`config.mk`:
```
export PLATFORM = sky130hd
export DESIGN_NAME = rx_buffer_regs
export DESIGN_NICKNAME = d
export VERILOG_FILES = /design/src/rtl/rx_buffer_regs.sv
export SDC_FILE = /design/constraint.sdc
export NUM_CORES = 1
export LEC_CHECK = 0
export CAP_MARGIN = 25
export CORE_MARGIN = 10
export CORE_UTILIZATION = 35
export CTS_CLUSTER_SIZE = 10
export DETAILED_ROUTE_END_ITERATION = 10
export PLACE_DENSITY_LB_ADDON = 0.1
export REMOVE_ABC_BUFFERS = 1
export SLEW_MARGIN = 15
export SYNTH_ARGS = -nofsm -noshare
export SYNTH_HDL_FRONTEND = slang
export SYNTH_SLANG_ARGS = --single-unit
```
`constraint.sdc`:
```
create_clock -name CLK -period 3.8 [get_ports CLK]
set_input_delay 0.95 -clock CLK [delete_from_list [all_inputs] [get_ports CLK]]
set_output_delay 0.95 -clock CLK [all_outputs]
set_load 0.02 [all_outputs]
```
`src/rtl/rx_buffer_regs.sv`:
```
// rx_buffer_regs - receive message buffer and RX status registers.
//
// The protocol-layer receive stage writes a message byte by byte (address,
// data, strobe) and then pulses iMSG_END. The block holds the message in a
// DEPTH-byte buffer, reports it through RECEIVE_BYTE_COUNT, RX_BUF_FRAME_TYPE
// and ALERT[2], and keeps it until the TCPM releases it by writing 1 to
// ALERT[2]. Any write that cannot be stored raises ALERT[10] when it is an
// overflow or a write into a held message.
//
// Optional feature: define RX_BUF_DROP_CNT_EN to add oDROP_CNT, a saturating
// count of dropped writes that is cleared together with ALERT[10].

module rx_buffer_regs #(
  parameter int          DEPTH     = 31,
  parameter logic [7:0]  BASE_ADDR = 8'h31
) (
  input  logic        CLK,
  input  logic        reset,
  input  logic        iWR_EN,
  input  logic [7:0]  iDIR_WRITE,
  input  logic [7:0]  iDATA_to_Buffer,
  input  logic        iMSG_END,
  input  logic        iRD_EN,
  input  logic [4:0]  iRD_ADDR,
  input  logic [15:0] iALERT_CLEAR,
  output logic [7:0]  oRD_DATA,
  output logic        oRD_VALID,
  output logic [7:0]  oRECEIVE_BYTE_COUNT,
  output logic [7:0]  oRX_BUF_FRAME_TYPE,
  output logic [15:0] oALERT,
  output logic        oBUF_FULL
`ifdef RX_BUF_DROP_CNT_EN
  ,
  output logic [7:0]  oDROP_CNT
`endif
);

  // Count must reach DEPTH itself; the buffer index only needs 0..DEPTH-1.
  localparam int CW = $clog2(DEPTH + 1);
  localparam int AW = $clog2(DEPTH);

  localparam logic [1:0] ST_EMPTY = 2'd0;
  localparam logic [1:0] ST_FILL  = 2'd1;
  localparam logic [1:0] ST_READY = 2'd2;
  localparam logic [1:0] ST_OVF   = 2'd3;

  logic [1:0]    r_state;
  logic [CW-1:0] r_count;
  logic          r_alert_rx;
  logic          r_alert_ovf;
  logic [7:0]    r_frame_type;
  logic [7:0]    r_rd_data;
  logic          r_rd_valid;

  // Sized to a power of two so any 5-bit read index stays inside the array;
  // entries at or above the count are masked on read.
  logic [7:0]    r_mem [0:(1<<AW)-1];

  logic [7:0]    w_idx;
  logic          w_held;
  logic          w_accept;
  logic          w_drop;
  logic          w_ovf_set;
  logic          w_msg_end;
  logic          w_release;
  logic          w_rd_hit;

  assign w_idx    = iDIR_WRITE - BASE_ADDR;
  assign w_held   = (r_state == ST_READY) || (r_state == ST_OVF);
  assign w_rd_hit = 8'(iRD_ADDR) < 8'(r_count);

  // Classify the incoming write and the message-end / release events.
  always_comb begin
    // NOTE: every always_comb output gets a default first so no path can
    // leave it unassigned and infer a latch.
    w_accept  = 1'b0;
    w_drop    = 1'b0;
    w_ovf_set = 1'b0;
    if (iWR_EN) begin
      if (w_held) begin
        w_drop    = 1'b1;
        w_ovf_set = 1'b1;
      end else if ((r_state == ST_FILL) && (r_count == CW'(DEPTH))) begin
        w_drop    = 1'b1;
        w_ovf_set = 1'b1;
      end else if (w_idx == 8'(r_count)) begin
        w_accept  = 1'b1;
      end else begin
        w_drop    = 1'b1;
      end
    end
    // An overflowing write takes precedence over a simultaneous message end.
    w_msg_end = iMSG_END && (r_state == ST_FILL) && !w_ovf_set;
    w_release = iALERT_CLEAR[2] && w_held;
  end

  // Buffer storage: written only by accepted bytes, at the current count.
  always_ff @(posedge CLK) begin
    // NOTE: the buffer has no reset; count=0 makes stale contents unreadable,
    // and leaving it out lets the array map onto plain RAM.
    if (!reset && w_accept) begin
      r_mem[r_count[AW-1:0]] <= iDATA_to_Buffer;
    end
  end

  // Control state, byte count, frame type and alert bits.
  always_ff @(posedge CLK) begin
    // NOTE: sequential state uses non-blocking assignments so every register
    // samples the pre-edge values, independent of statement order.
    if (reset) begin
      r_state      <= ST_EMPTY;
      r_count      <= '0;
      r_frame_type <= 8'h00;
      r_alert_rx   <= 1'b0;
      r_alert_ovf  <= 1'b0;
    end else begin
      if (w_release) begin
        r_state      <= ST_EMPTY;
        r_count      <= '0;
        r_frame_type <= 8'h00;
      end else if (w_accept) begin
        r_count <= r_count + CW'(1);
        if (r_count == '0) begin
          r_frame_type <= iDATA_to_Buffer;
        end
        // The byte arriving with the message-end pulse is counted first.
        r_state <= w_msg_end ? ST_READY : ST_FILL;
      end else if (w_msg_end) begin
        r_state <= ST_READY;
      end else if (w_ovf_set && (r_state == ST_FILL)) begin
        r_state <= ST_OVF;
      end

      // Set beats clear when both hit the same bit in one cycle.
      if (w_msg_end) begin
        r_alert_rx <= 1'b1;
      end else if (iALERT_CLEAR[2]) begin
        r_alert_rx <= 1'b0;
      end

      if (w_ovf_set) begin
        r_alert_ovf <= 1'b1;
      end else if (iALERT_CLEAR[10]) begin
        r_alert_ovf <= 1'b0;
      end
    end
  end

  // TCPM read port: one-cycle latency, bytes beyond the count read as zero.
  always_ff @(posedge CLK) begin
    if (reset) begin
      r_rd_data  <= 8'h00;
      r_rd_valid <= 1'b0;
    end else begin
      r_rd_valid <= iRD_EN;
      if (iRD_EN) begin
        r_rd_data <= w_rd_hit ? r_mem[iRD_ADDR[AW-1:0]] : 8'h00;
      end
    end
  end

`ifdef RX_BUF_DROP_CNT_EN
  logic [7:0] r_drop_cnt;

  // Saturating dropped-write counter; a drop during the clear leaves it at 1.
  always_ff @(posedge CLK) begin
    if (reset) begin
      r_drop_cnt <= 8'h00;
    end else if (iALERT_CLEAR[10]) begin
      r_drop_cnt <= w_drop ? 8'h01 : 8'h00;
    end else if (w_drop && (r_drop_cnt != 8'hFF)) begin
      r_drop_cnt <= r_drop_cnt + 8'd1;
    end
  end

  assign oDROP_CNT = r_drop_cnt;
`else
  // Without the counter the drop classification has no consumer.
  logic w_drop_unused;
  assign w_drop_unused = w_drop;
`endif

  // Clear-mask bits with no alert behind them are ignored.
  logic w_clear_unused;
  assign w_clear_unused = &{iALERT_CLEAR[15:11], iALERT_CLEAR[9:3], iALERT_CLEAR[1:0]};

  assign oRD_DATA            = r_rd_data;
  assign oRD_VALID           = r_rd_valid;
  assign oRECEIVE_BYTE_COUNT = 8'(r_count);
  assign oRX_BUF_FRAME_TYPE  = r_frame_type;
  assign oALERT              = {5'b0, r_alert_ovf, 7'b0, r_alert_rx, 2'b0};
  assign oBUF_FULL           = w_held;

endmodule
```
==> reports/metrics.json <==
{
  "status": "finished clean",
  "post-route-util_pct": 42.67,
  "drtPass1Iterations": 4,
  "core_sq_mm": 0.03237,
  "cellLeakagePower_nw": 4.466,
  "clockBufferDepth": 3,
  "final_critical_path_setup_slack_ns": 0.7869,
  "antenna-diode-count": 0,
  "pwr_density_cell_mw_per_mm2": 486.5,
  "layout.cells.most_common_list": "256 x sky130_fd_sc_hd__edfxtp_1, 63 x sky130_fd_sc_hd__mux4_2, 59 x sky130_fd_sc_hd__buf_4",
  "post_synth_and_or_nand_nor_area_fraction_pct": 5.521,
  "finalMaxSlewViolations": 0,
  "tritoncts_num_sinks": 282,
  "port_buffers": 52,
  "cp_data_required_time_ns": 3.99,
  "remaining_drc_errors": 0,
  "worst_slew_margin_rel_pct": 39.81,
  "synth_enable_flop_cells": 256,
  "mostFrequentLayoutCell": "sky130_fd_sc_hd__edfxtp_1",
  "cts_inserted_buffers": 34,
  "die_area_sq_mm": 0.04033,
  "rsz_0062_raised_after_global_routing": "no",
  "layout.filler_cells": 2940,
  "cts_repair_resize_count": 0,
  "critical_path_peak_fanout": 8,
  "fmax_mhz": 331.9,
  "crit_path_kind": "input port to register",
  "proportion_of_synthesized_area_in_mux_cells_pct": 13.78,
  "combinational_family_with_the_most_area_after_synthesis": "multiplexers",
  "timing.final.crit_share_pct": 79.29,
  "skew_ns": 0.008302,
  "hold_slack_ns": 0.4726,
  "ys_async_sr_fraction_pct": 0,
  "finalHoldViolCount": 0,
  "multi_input_comb_area_sq_mm": 0.002987,
  "cts.repair_timing.setup_buffer_count": 0,
  "synth.yosys.warnings": 0,
  "floorplan.initialDensity_pct": 35.35,
  "syn_area_sq_mm": 0.01144,
  "place_worst_setup_slack_ns": 0.2414,
  "clkTransAtPathRegs_ns": 0.05,
  "hold_buffers": 0,
  "finish.net_count": 800,
  "drt-vias-per-instance": 5.003,
  "routedWlPerCell_microns": 22.97,
  "totalNegativeSetupSlack_ns": 0,
  "synth_seq_area_share_pct": 71.72,
  "drt-initial-drc-count": 375,
  "ys.flop_type": "sky130_fd_sc_hd__edfxtp_1",
  "synth-compound-area-share_pct": 4.351,
  "vias": 6084,
  "critical_path_end_type": "register",
  "irDropWorstVdd_mv": 0.2213,
  "worst_setup_sp_type": "input port",
  "hold_class": "register to register",
  "area.sequential_sq_mm": 0.008208,
  "die_y_microns": 200.8,
  "grt_util_all_layers_pct": 13.93,
  "gpl.final_weighted_congestion": 0.7871,
  "grt_pass1_vias": 6619,
  "synthXorXnorAreaFrac_pct": 0.7434,
  "synth-seq-cells": 282,
  "clk_latency_ns": 0.50,
  "grt_antenna_before_repair": 1,
  "post_synth_fa_ha_maj_area_fraction_pct": 1.093,
  "antenna_violating_nets_post_route": 0,
  "maxCapViolCount": 0,
  "root_buffer": "sky130_fd_sc_hd__clkbuf_16",
  "final-setup-viol-count": 0,
  "timing.critical_path.arrival_ns": 3.20,
  "cts_tree": "built",
  "grt_first_pass_wirelength_microns": 42560,
  "final.min_clock_period_ns": 3.013,
  "post_synth.cell_area_avg_sq_um": 18.05,
  "layout-drive-gt1-share_pct": 23.39,
  "post_synth_inst_count": 634,
  "pin_count_of_the_biggest_net_entering_global_routing": 34,
  "placement_rows": 66,
  "design.portCount": 84,
  "clock_tree.htree_level_count": 2,
  "detail_route.wirelength_microns": 27930,
  "detailedPlacementHpwl_microns": 18560,
  "synth.distinct_cells": 51,
  "max_slew.worst_pin.slew_ns": 0.9000,
  "chipWidth_microns": 200.8,
  "globalRoute.totalOverflow": 0,
  "area_growth_from_synthesis_to_layout_pct": 20.69
}
final cells by class:
type,instances,share of cell area (%)
repair buffers,114,7.246
well taps,442,4.004
inverters,9,0.2446
multi-input cells,307,21.62
flip-flops and latches,282,59.42
clock buffers,61,7.428
clock inverters,1,0.03623
sequential cells by signal (all words and copies together) (netlist names):
signal              count
r_mem                 256
oRD_DATA                8
oRX_BUF_FRAME_TYPE      8
r_count                 5
r_state                 2
oRD_VALID               1
r_alert_ovf             1
r_alert_rx              1
where the power goes:
group,internal (mW),leakage [nW],switching [mW]
Combinational,0.142,1.46,0.205
Sequential,3.38,2.51,0.00344
Clock,1.82,0.494,1.17
synth_stat cells (2+ instances only):
cell	number	share of area, %
sky130_fd_sc_hd__nand3_1	17	0.74
sky130_fd_sc_hd__dfxtp_1	26	4.5
sky130_fd_sc_hd__o211ai_1	6	0.39
sky130_fd_sc_hd__buf_4	19	1.2
sky130_fd_sc_hd__xor2_1	3	0.23
sky130_fd_sc_hd__o21ai_0	5	0.22
sky130_fd_sc_hd__nand4_1	11	0.60
sky130_fd_sc_hd__mux4_2	63	12
sky130_fd_sc_hd__a221o_1	4	0.35
sky130_fd_sc_hd__mux2_2	6	0.59
sky130_fd_sc_hd__xnor2_1	4	0.31
sky130_fd_sc_hd__buf_2	13	0.57
sky130_fd_sc_hd__mux2i_1	9	0.79
sky130_fd_sc_hd__nor3_1	2	0.087
sky130_fd_sc_hd__nand2_1	17	0.56
sky130_fd_sc_hd__a31o_2	2	0.15
sky130_fd_sc_hd__nand4b_1	4	0.31
sky130_fd_sc_hd__or3_1	4	0.22
sky130_fd_sc_hd__ha_1	10	1.1
sky130_fd_sc_hd__nor2b_1	11	0.60
sky130_fd_sc_hd__inv_1	9	0.30
sky130_fd_sc_hd__edfxtp_1	256	67
sky130_fd_sc_hd__nor2_1	35	1.1
sky130_fd_sc_hd__a22oi_1	3	0.20
sky130_fd_sc_hd__buf_1	4	0.13
sky130_fd_sc_hd__a211oi_1	6	0.39
sky130_fd_sc_hd__o31ai_1	9	0.59
sky130_fd_sc_hd__clkbuf_1	16	0.52
sky130_fd_sc_hd__nand2b_1	7	0.38
sky130_fd_sc_hd__o22ai_1	8	0.44
sky130_fd_sc_hd__nor3b_1	2	0.13
sky130_fd_sc_hd__a21oi_1	22	0.96
sky130_fd_sc_hd__a31oi_1	3	0.16
logic make-up (layout without fill, tap and decap cells):
| group | Yosys count | count (layout) |
|---|---|---|
| flip-flops | 282 | 282 |
| other | 1 | 17 |
| adder cells (fa/ha/maj) | 10 | 10 |
| XOR/XNOR | 8 | 8 |
| AO/OA/AOI/OAI | 74 | 74 |
| multiplexers | 78 | 78 |
| buffers and inverters | 61 | 185 |
| AND/OR/NAND/NOR | 120 | 120 |
critical path, stage by stage:
cell and delay (ns):
sky130_fd_sc_hd__clkdlybuf4s50_1 0.55, sky130_fd_sc_hd__inv_1 0.06, sky130_fd_sc_hd__ha_1 0.21, sky130_fd_sc_hd__xor3_1 0.23, sky130_fd_sc_hd__nand3b_1 0.19, sky130_fd_sc_hd__nor4_2 0.22, sky130_fd_sc_hd__buf_4 0.18, sky130_fd_sc_hd__nand4b_1 0.09
sky130_fd_sc_hd__buf_4 0.19, sky130_fd_sc_hd__nor2_1 0.11, sky130_fd_sc_hd__buf_4 0.22
routing by layer:
metal	wire, microns	part of all wire [%]	vias to the layer above	GRT usage (%)
met4	709	2.5	2	4.544
met5	13	0.047	-	0
met2	13020	47	144	21.88
met3	1329	4.8	43	3.147
met1	12860	46	3144	18.78
li1	-	-	2751	-
per-stage QoR:
step | power, mW | area, sq um | instances
after floorplan | 3.599 | 11220 | 598
after global placement | 3.794 | 12740 | 1151
after detailed placement | 3.801 | 12740 | 1151
after CTS | 6.810 | 13780 | 1213
after global routing | 6.967 | 13810 | 1216
final | 6.720 | 13810 | 1216
path summary, 6_finish.rpt:
| path | start | to | slack [ns] | cells after the start |
|---|---|---|---|---|
| worst min-delay path | oRX_BUF_FRAME_TYPE[0] | oRX_BUF_FRAME_TYPE[0] | 0.47 | 2 |
| worst max-delay path | iDIR_WRITE[0] | r_mem[26][1] | 0.79 | 11 |
| worst max register to register | r_count[0] | r_count[3] | 0.92 | 8 |
| worst min register to register | oRX_BUF_FRAME_TYPE[0] | oRX_BUF_FRAME_TYPE[0] | 0.47 | 2 |
No activity file was read; power rests on OpenSTA's default activity.
